===== config.mk =====
export PLATFORM = sky130hd
export DESIGN_NAME = uart_rx_8bit
export DESIGN_NICKNAME = d
export VERILOG_FILES = /design/src/rtl/uart_rx_8bit.sv
export SDC_FILE = /design/constraint.sdc
export NUM_CORES = 1
export LEC_CHECK = 0
export BUFFER_PORTS_ARGS = -buffer_cell sky130_fd_sc_hd__buf_4
export CORE_MARGIN = 8
export CORE_UTILIZATION = 30
export DETAILED_ROUTE_END_ITERATION = 8
export PLACE_DENSITY = 0.47
export SLEW_MARGIN = 5
export SYNTH_ARGS = -nofsm -noshare
export SYNTH_HDL_FRONTEND = slang
export SYNTH_SLANG_ARGS = --single-unit

===== constraint.sdc =====
create_clock -name CLK -period 1.6 [get_ports CLK]
set_input_delay 0.16 -clock CLK [delete_from_list [all_inputs] [get_ports CLK]]
set_output_delay 0.16 -clock CLK [all_outputs]
set_load 0.05 [all_outputs]

===== src/rtl/uart_rx_8bit.sv =====
// 8N1 UART receiver feeding Registro8bits: DATA -> D, VALID -> ENA.
// Two-flop synchronized RX, mid-bit sampling, framing error with break hold-off.
module uart_rx_8bit #(
    parameter int CLKS_PER_BIT = 16
) (
    input  logic       CLK,
    input  logic       RST,
    input  logic       RX,
    output logic [7:0] DATA,
    output logic       VALID,
    output logic       BUSY,
    output logic       FRAME_ERR
);

    localparam int CW = $clog2(CLKS_PER_BIT);
    localparam logic [CW-1:0] HALF = CW'(CLKS_PER_BIT / 2 - 1);
    localparam logic [CW-1:0] LAST = CW'(CLKS_PER_BIT - 1);

    typedef enum logic [2:0] {
        S_IDLE,
        S_START,
        S_DATA,
        S_STOP,
        S_BREAK
    } state_t;

    state_t state, state_n;

    logic          rx_m, rx_s;
    logic [CW-1:0] cnt, cnt_n;
    logic [2:0]    bidx, bidx_n;
    logic [7:0]    shift, shift_n;
    logic [7:0]    data_n;
    logic          valid_n, ferr_n;

    // Synchronizer resets to the idle line level so reset never fakes a start bit.
    always_ff @(posedge CLK) begin
        if (RST) begin
            rx_m <= 1'b1;
            rx_s <= 1'b1;
        end else begin
            rx_m <= RX;
            rx_s <= rx_m;
        end
    end

    always_ff @(posedge CLK) begin
        if (RST) begin
            state     <= S_IDLE;
            cnt       <= '0;
            bidx      <= '0;
            shift     <= '0;
            DATA      <= '0;
            VALID     <= 1'b0;
            FRAME_ERR <= 1'b0;
        end else begin
            state     <= state_n;
            cnt       <= cnt_n;
            bidx      <= bidx_n;
            shift     <= shift_n;
            DATA      <= data_n;
            VALID     <= valid_n;
            FRAME_ERR <= ferr_n;
        end
    end

    always_comb begin
        state_n = state;
        cnt_n   = cnt;
        bidx_n  = bidx;
        shift_n = shift;
        data_n  = DATA;
        valid_n = 1'b0;
        ferr_n  = 1'b0;
        unique case (state)
            S_IDLE: begin
                cnt_n = '0;
                if (!rx_s) begin
                    state_n = S_START;
                end
            end
            S_START: begin
                cnt_n = cnt + CW'(1);
                if (cnt == HALF) begin
                    cnt_n  = '0;
                    bidx_n = '0;
                    state_n = rx_s ? S_IDLE : S_DATA;
                end
            end
            S_DATA: begin
                cnt_n = cnt + CW'(1);
                if (cnt == LAST) begin
                    cnt_n   = '0;
                    shift_n = {rx_s, shift[7:1]};
                    if (bidx == 3'd7) begin
                        state_n = S_STOP;
                    end else begin
                        bidx_n = bidx + 3'd1;
                    end
                end
            end
            S_STOP: begin
                cnt_n = cnt + CW'(1);
                if (cnt == LAST) begin
                    cnt_n = '0;
                    if (rx_s) begin
                        data_n  = shift;
                        valid_n = 1'b1;
                        state_n = S_IDLE;
                    end else begin
                        ferr_n  = 1'b1;
                        state_n = S_BREAK;
                    end
                end
            end
            S_BREAK: begin
                cnt_n = '0;
                if (rx_s) begin
                    state_n = S_IDLE;
                end
            end
            default: begin
                state_n = S_IDLE;
                cnt_n   = '0;
            end
        endcase
    end

    assign BUSY = (state != S_IDLE);

endmodule


-- After elaboration in Yosys (flattened, before gate mapping)
Index checks and enable logic that the tools add are counted.
- register bits after elaboration: 30
- mux-type cells: 18
- reduce and logical (&&, ||, !) cells: 9
- equality and inequality tests: 14
- bitwise logic cells: 2
- add/subtract/negate cells: 2
- operator list (operator ; count):
    2-to-1 mux 3 bit ; 10
    case mux 3 bit (5 select lines) ; 1
    != test 2 bit, second input constant ; 7
    2-to-1 mux 4 bit ; 2
    case mux 4 bit (2 select lines) ; 1
    equality test 3 x 2 -> 1 bit, second input constant ; 2
    equality test 3 bit, second input constant ; 2
    case mux 3 bit (2 select lines) ; 1
    AND reduction 6 bit ; 1
    adder 4 x 1 -> 4 bit, second input constant ; 1
    equality test 4 x 3 -> 1 bit, second input constant ; 1
    equality test 4 bit, second input constant ; 1
    AND reduction 4 bit ; 1
    adder 3 x 1 -> 3 bit, second input constant ; 1
    equality test 3 x 1 -> 1 bit, second input constant ; 1
    zero test 3 bit ; 1
    AND reduction 3 bit ; 1
    nonzero test 3 bit ; 1
    OR reduction 3 bit ; 1
    2-to-1 mux 1 bit ; 2
    2-to-1 mux 2 bit ; 1
    inverter 1 bit ; 2
    AND reduction 2 bit ; 1
    nonzero test 2 bit ; 1
    OR reduction 2 bit ; 1

-- Logic depth before layout (Yosys ltp)
- depth in word-level cells: 4
- depth in mapped cells: 6

-- Worst setup path after synthesis
No wires, ideal clock.
- path type: reg-to-reg
- start: register cnt[0]
- end: register DATA[0]
- stages on the path, launching flop included: 7
- path buffers: 2
- data required time: 1.528 ns
- period minus slack after synthesis: 1.425 ns
- arrival: 1.354 ns
- setup slack: 0.175 ns
- setup time: 0.072 ns
- cells stage by stage: dfxtp_1 -> ha_1 -> buf_4 -> and4_4 -> and4_4 -> buf_8 -> mux2i_1
- longest elaborated chain between the ends: 2
- RTL lines (what ; line ; RTL):
    start, declared ; 30 ; logic [CW-1:0] cnt, cnt_n;
    start signal, assigned ; 58 ; cnt <= cnt_n;
    equality test 4 bit ; 104 ; if (cnt == LAST) begin
    AND reduction 3 bit (no line) ; - ;
    end signal, assigned ; 61 ; DATA <= data_n;
    end, declared ; 9 ; output logic [7:0] DATA,
Every way passes these cells.
A chain may end at the register's enable or synchronous reset.

-- Worst setup path after layout
- start: register bidx[0]
- end: register bidx[2]
- longest elaborated chain between the ends: 4
- elaborated cells between the ends (all ways): 7
- those cells by class: add/sub: 1; eq/ne: 2; mux: 3; reduce/logical: 1
- RTL lines (what ; line ; RTL):
    start, declared ; 31 ; logic [2:0] bidx, bidx_n;
    start signal, assigned ; 59 ; bidx <= bidx_n;
    adder 3 x 1 -> 3 bit ; 98 ; bidx_n = bidx + 3'd1;
    2-to-1 mux 3 bit ; 95 ; if (bidx == 3'd7) begin
    2-to-1 mux 3 bit ; 92 ; if (cnt == LAST) begin
    case mux 3 bit (2 select lines) ; 75 ; unique case (state)
Several ways; a longest one is shown, not always the timed one. The select of a mux whose other input is x is not followed.

==> results_dict.tcl <==
set metrics [dict create \
    drt_first_pass_iters 4 \
    cts-root-buf "clkbuf_8" \
    rsz0062_at_grt "no" \
    io_buffers 13 \
    power_frac_seq_pct 53.2 \
    leakage_nw 0.594 \
    die_area_sq_mm 0.00688 \
    worstReg2RegEnd "bidx[2]$_SDFFE_PP0P_" \
    r2r_cells 5 \
    cp-end-kind "flop" \
    routedWlPerCell_microns 12.6 \
    synth_compound_area_share_pct 12.0 \
    ys_types 34 \
    n_antenna_cell 0 \
    status "finished, final reports clean" \
    die_x_microns 83.0 \
    cts_resized 0 \
    cts-buffers-inserted 5 \
    ctsHoldBuffers 0 \
    power_density_mw_per_mm2 904 \
    placed_area_sq_mm 0.00148 \
    min_from "RX" \
    synth_xor_area_share_pct 1.30 \
    hold_depth 2 \
    ios 14 \
    grt_overflow 0 \
    critPathSlowestCell "dfxtp_1" \
    crit_path_max_incr_delay_ns 0.36 \
    nets 165 \
    grt_antenna_before_repair 0 \
    area_growth_pct 17.2 \
    grt_util_all_layers_pct 8.11 \
    p_sw_mw 0.310 \
    internal-power_mw 1.12 \
    h-tree-depth 2 \
    netlist_instances 144 \
    avgSynthCellArea_sq_um 9.34 \
    vias 1034 \
    max_slew_margin_pct 62.8 \
    clk_path_buf_depth 2 \
    hp-class "input port to flop" \
    clock-sinks 30 \
    die_h_microns 83.0 \
    grt_pass1_vias 1030 \
    yosysSeqAreaShare_pct 44.7 \
    synth_seq_cells 30 \
    routed_wl_microns 2660 \
    synth_top_family_by_area "simple AND/OR/NAND/NOR gates" \
    synth_edf_count 0 \
    post-route-drc-count 0 \
    syn_nets 150 \
    row_count 24 \
    via_per_inst 4.88 \
    ys_warn_count 0 \
    setup_viol 0 \
    synth_ff_type "dfxtp_1" \
    drv_cap 0 \
    worst-setup-path-type "flop to flop" \
    tns_ns 0 \
    cts_tree "built" \
    path_cells "ha_1 > ha_1 > and4bb_2 > o2111ai_2 > mux2i_1" \
    synth_area_leader_cell "dfxtp_1" \
    cp.arrival_ns 1.72 \
    synth.area.top_cells "dfxtp_1, nand2b_1, mux2i_1" \
    routabilityCongestion 0.712 \
    clockPowerShare_pct 43.7 \
    fin_crit_ns 1.51 \
    vdd_drop_max_v 0.000304 \
    crit_top_cell "ha_1" \
    ant_nets 0 \
    cp.required_ns 1.81 \
    worst-path-max-fanout 3 \
    initial_core_util_pct 31.1 \
    clkSlewWorstSetupHoldPaths_ns 0.07 \
    grt_pass1_wl_microns 4660 \
    first_iter_violations 86 \
    comb_power_share_pct 3.1 \
    swShare_pct 21.7 \
    slew_violations 0 \
    synthDominantCellAreaShare_pct 44.7 \
    synthMuxAreaShare_pct 8.19 \
    reg2reg_from "bidx[0]$_SDFFE_PP0P_" \
    fillers 456 \
    start_kind "flop" \
    period_share_pct 94.2 \
    synth-simple-area-share_pct 25.2 \
    dp_slack_ns 0.0739 \
    drive_gt1_share_pct 21.3 \
    worstMarginPinSlew_ns 0.551 \
    grt_max_degree 33 \
    layout_setup_ws_ns 0.0923 \
    finalClockSkew_ns 0.00610 \
    final_hold_viol_count 0 \
    max_freq_ghz 0.663 \
    whs_endpoint "rx_m$_SDFF_PP1_" \
    core_sq_mm 0.00432 \
    async_reset_ff_share_pct 0 \
    r2r_slack_ns 0.09 \
    clk_latency_ns 0.28 \
    fin_area_sq_mm 0.00158 \
    synthesis.area_sq_mm 0.00135 \
    dp_hpwl_microns 1840 \
    synthAdderAreaFrac_pct 2.79 \
]
[synthesized netlist by cell type (2+ instances only)]
cell / count
clkbuf_1: 4
dfxtp_1: 30
a211oi_1: 2
ha_1: 3
nor2_1: 9
or3_1: 2
inv_1: 2
a21oi_1: 8
nand4_1: 2
o21ai_0: 10
mux2i_1: 11
or2_2: 3
buf_2: 3
buf_4: 3
nand2_1: 3
and4_4: 2
nand2b_1: 21
nand3_1: 10
[kinds of logic (layout without fill, tap and decap cells)]
| group | Yosys count | after routing |
|---|---|---|
| AOI/OAI and AO/OA | 26 | 26 |
| adders and majority gates | 3 | 3 |
| xor gates and xnor gates | 2 | 2 |
| DFF | 30 | 30 |
| muxes | 11 | 11 |
| and+or+nand+nor | 58 | 58 |
| buffers and inverters | 14 | 30 |
[repair_timing]
action	in CTS	in global routing
setup endpoints to repair	0	3
hold endpoints to repair	0	0
buffers inserted	0	1
[registers in the layout, summed over array words and instances (netlist names)]
| register | flops |
|---|---|
| FRAME_ERR | 1 |
| DATA | 8 |
| rx_s | 1 |
| bidx | 3 |
| shift | 8 |
| state | 3 |
| cnt | 4 |
| VALID | 1 |
| rx_m | 1 |
[worst max path at each step]
stage	startpoint	to	slack [ns]	cells after the start
finish	bidx[0]$_SDFFE_PP0P_	bidx[2]$_SDFFE_PP0P_	0.09	5
detailed placement	bidx[0]$_SDFFE_PP0P_	bidx[2]$_SDFFE_PP0P_	0.07	5
global placement	bidx[0]$_SDFFE_PP0P_	bidx[2]$_SDFFE_PP0P_	0.16	5
global route	bidx[0]$_SDFFE_PP0P_	bidx[2]$_SDFFE_PP0P_	0.008	5
CTS	bidx[0]$_SDFFE_PP0P_	bidx[2]$_SDFFE_PP0P_	0.07	5
floorplan	cnt[0]$_SDFF_PP0_	DATA[0]$_SDFFE_PP0P_	0.17	6
[area by class of cell]
cell class | instances | area [sq um] | share of cell area [%]
multi-input cells | 100 | 666 | 42.2
flip-flops and latches | 30 | 601 | 38.1
repair buffers | 19 | 143 | 9.05
clock buffers | 7 | 86.3 | 5.48
well taps | 52 | 65.1 | 4.13
inverters | 3 | 11.3 | 0.714
clock inverters | 1 | 5.00 | 0.317
[per-stage QoR]
stage | std cells | util [%] | hold WS, ns | power, mW
6_report | 212 | 36.5 | 0.0616 | 1.43
5_1_grt | 212 | 36.5 | 0.0571 | 1.49
4_1_cts | 211 | 36.3 | 0.0569 | 1.45
3_5_place_dp | 203 | 34.2 | 0.350 | 0.819
3_3_place_gp | 203 | 34.2 | 0.346 | 0.819
2_1_floorplan | 144 | - | 0.264 | 0.807
[worst max-delay path: cells and delay by family, from the launching register on]
family,cells,cell delay [ns]
AOI/OAI and AO/OA,1,0.29
adders and majority gates,2,0.32
DFF,1,0.36
muxes,1,0.23
and+or+nand+nor,1,0.24
[power by group through the flow]
stage / registers (mW) / clock network [mW] / logic [mW]
floorplan: 0.771 / 0 / 0.0365
finish: 0.758 / 0.623 / 0.0443
detailed placement: 0.775 / 0 / 0.0446
global route: 0.759 / 0.684 / 0.0492
global placement: 0.775 / 0 / 0.0443
CTS: 0.758 / 0.646 / 0.0447
[metal layers]
layer	vias up	wire length, microns	track usage, %
met4	0	51	3.83
met1	483	1230	8.76
met3	7	127	3.71
met2	16	1250	13.2
li1	528	-	-
met5	-	0	0
[placed cells by master, fill, tap and decap left out, types with 6 or more instances in the layout]
cell | Yosys | final
nand3_1 | 10 | 10
nor2_1 | 9 | 9
buf_4 | 3 | 19
dfxtp_1 | 30 | 30
clkbuf_8 | 0 | 6
o21ai_0 | 10 | 10
nand2b_1 | 21 | 21
mux2i_1 | 11 | 11
a21oi_1 | 8 | 8
(Power assumes the default switching activity.)
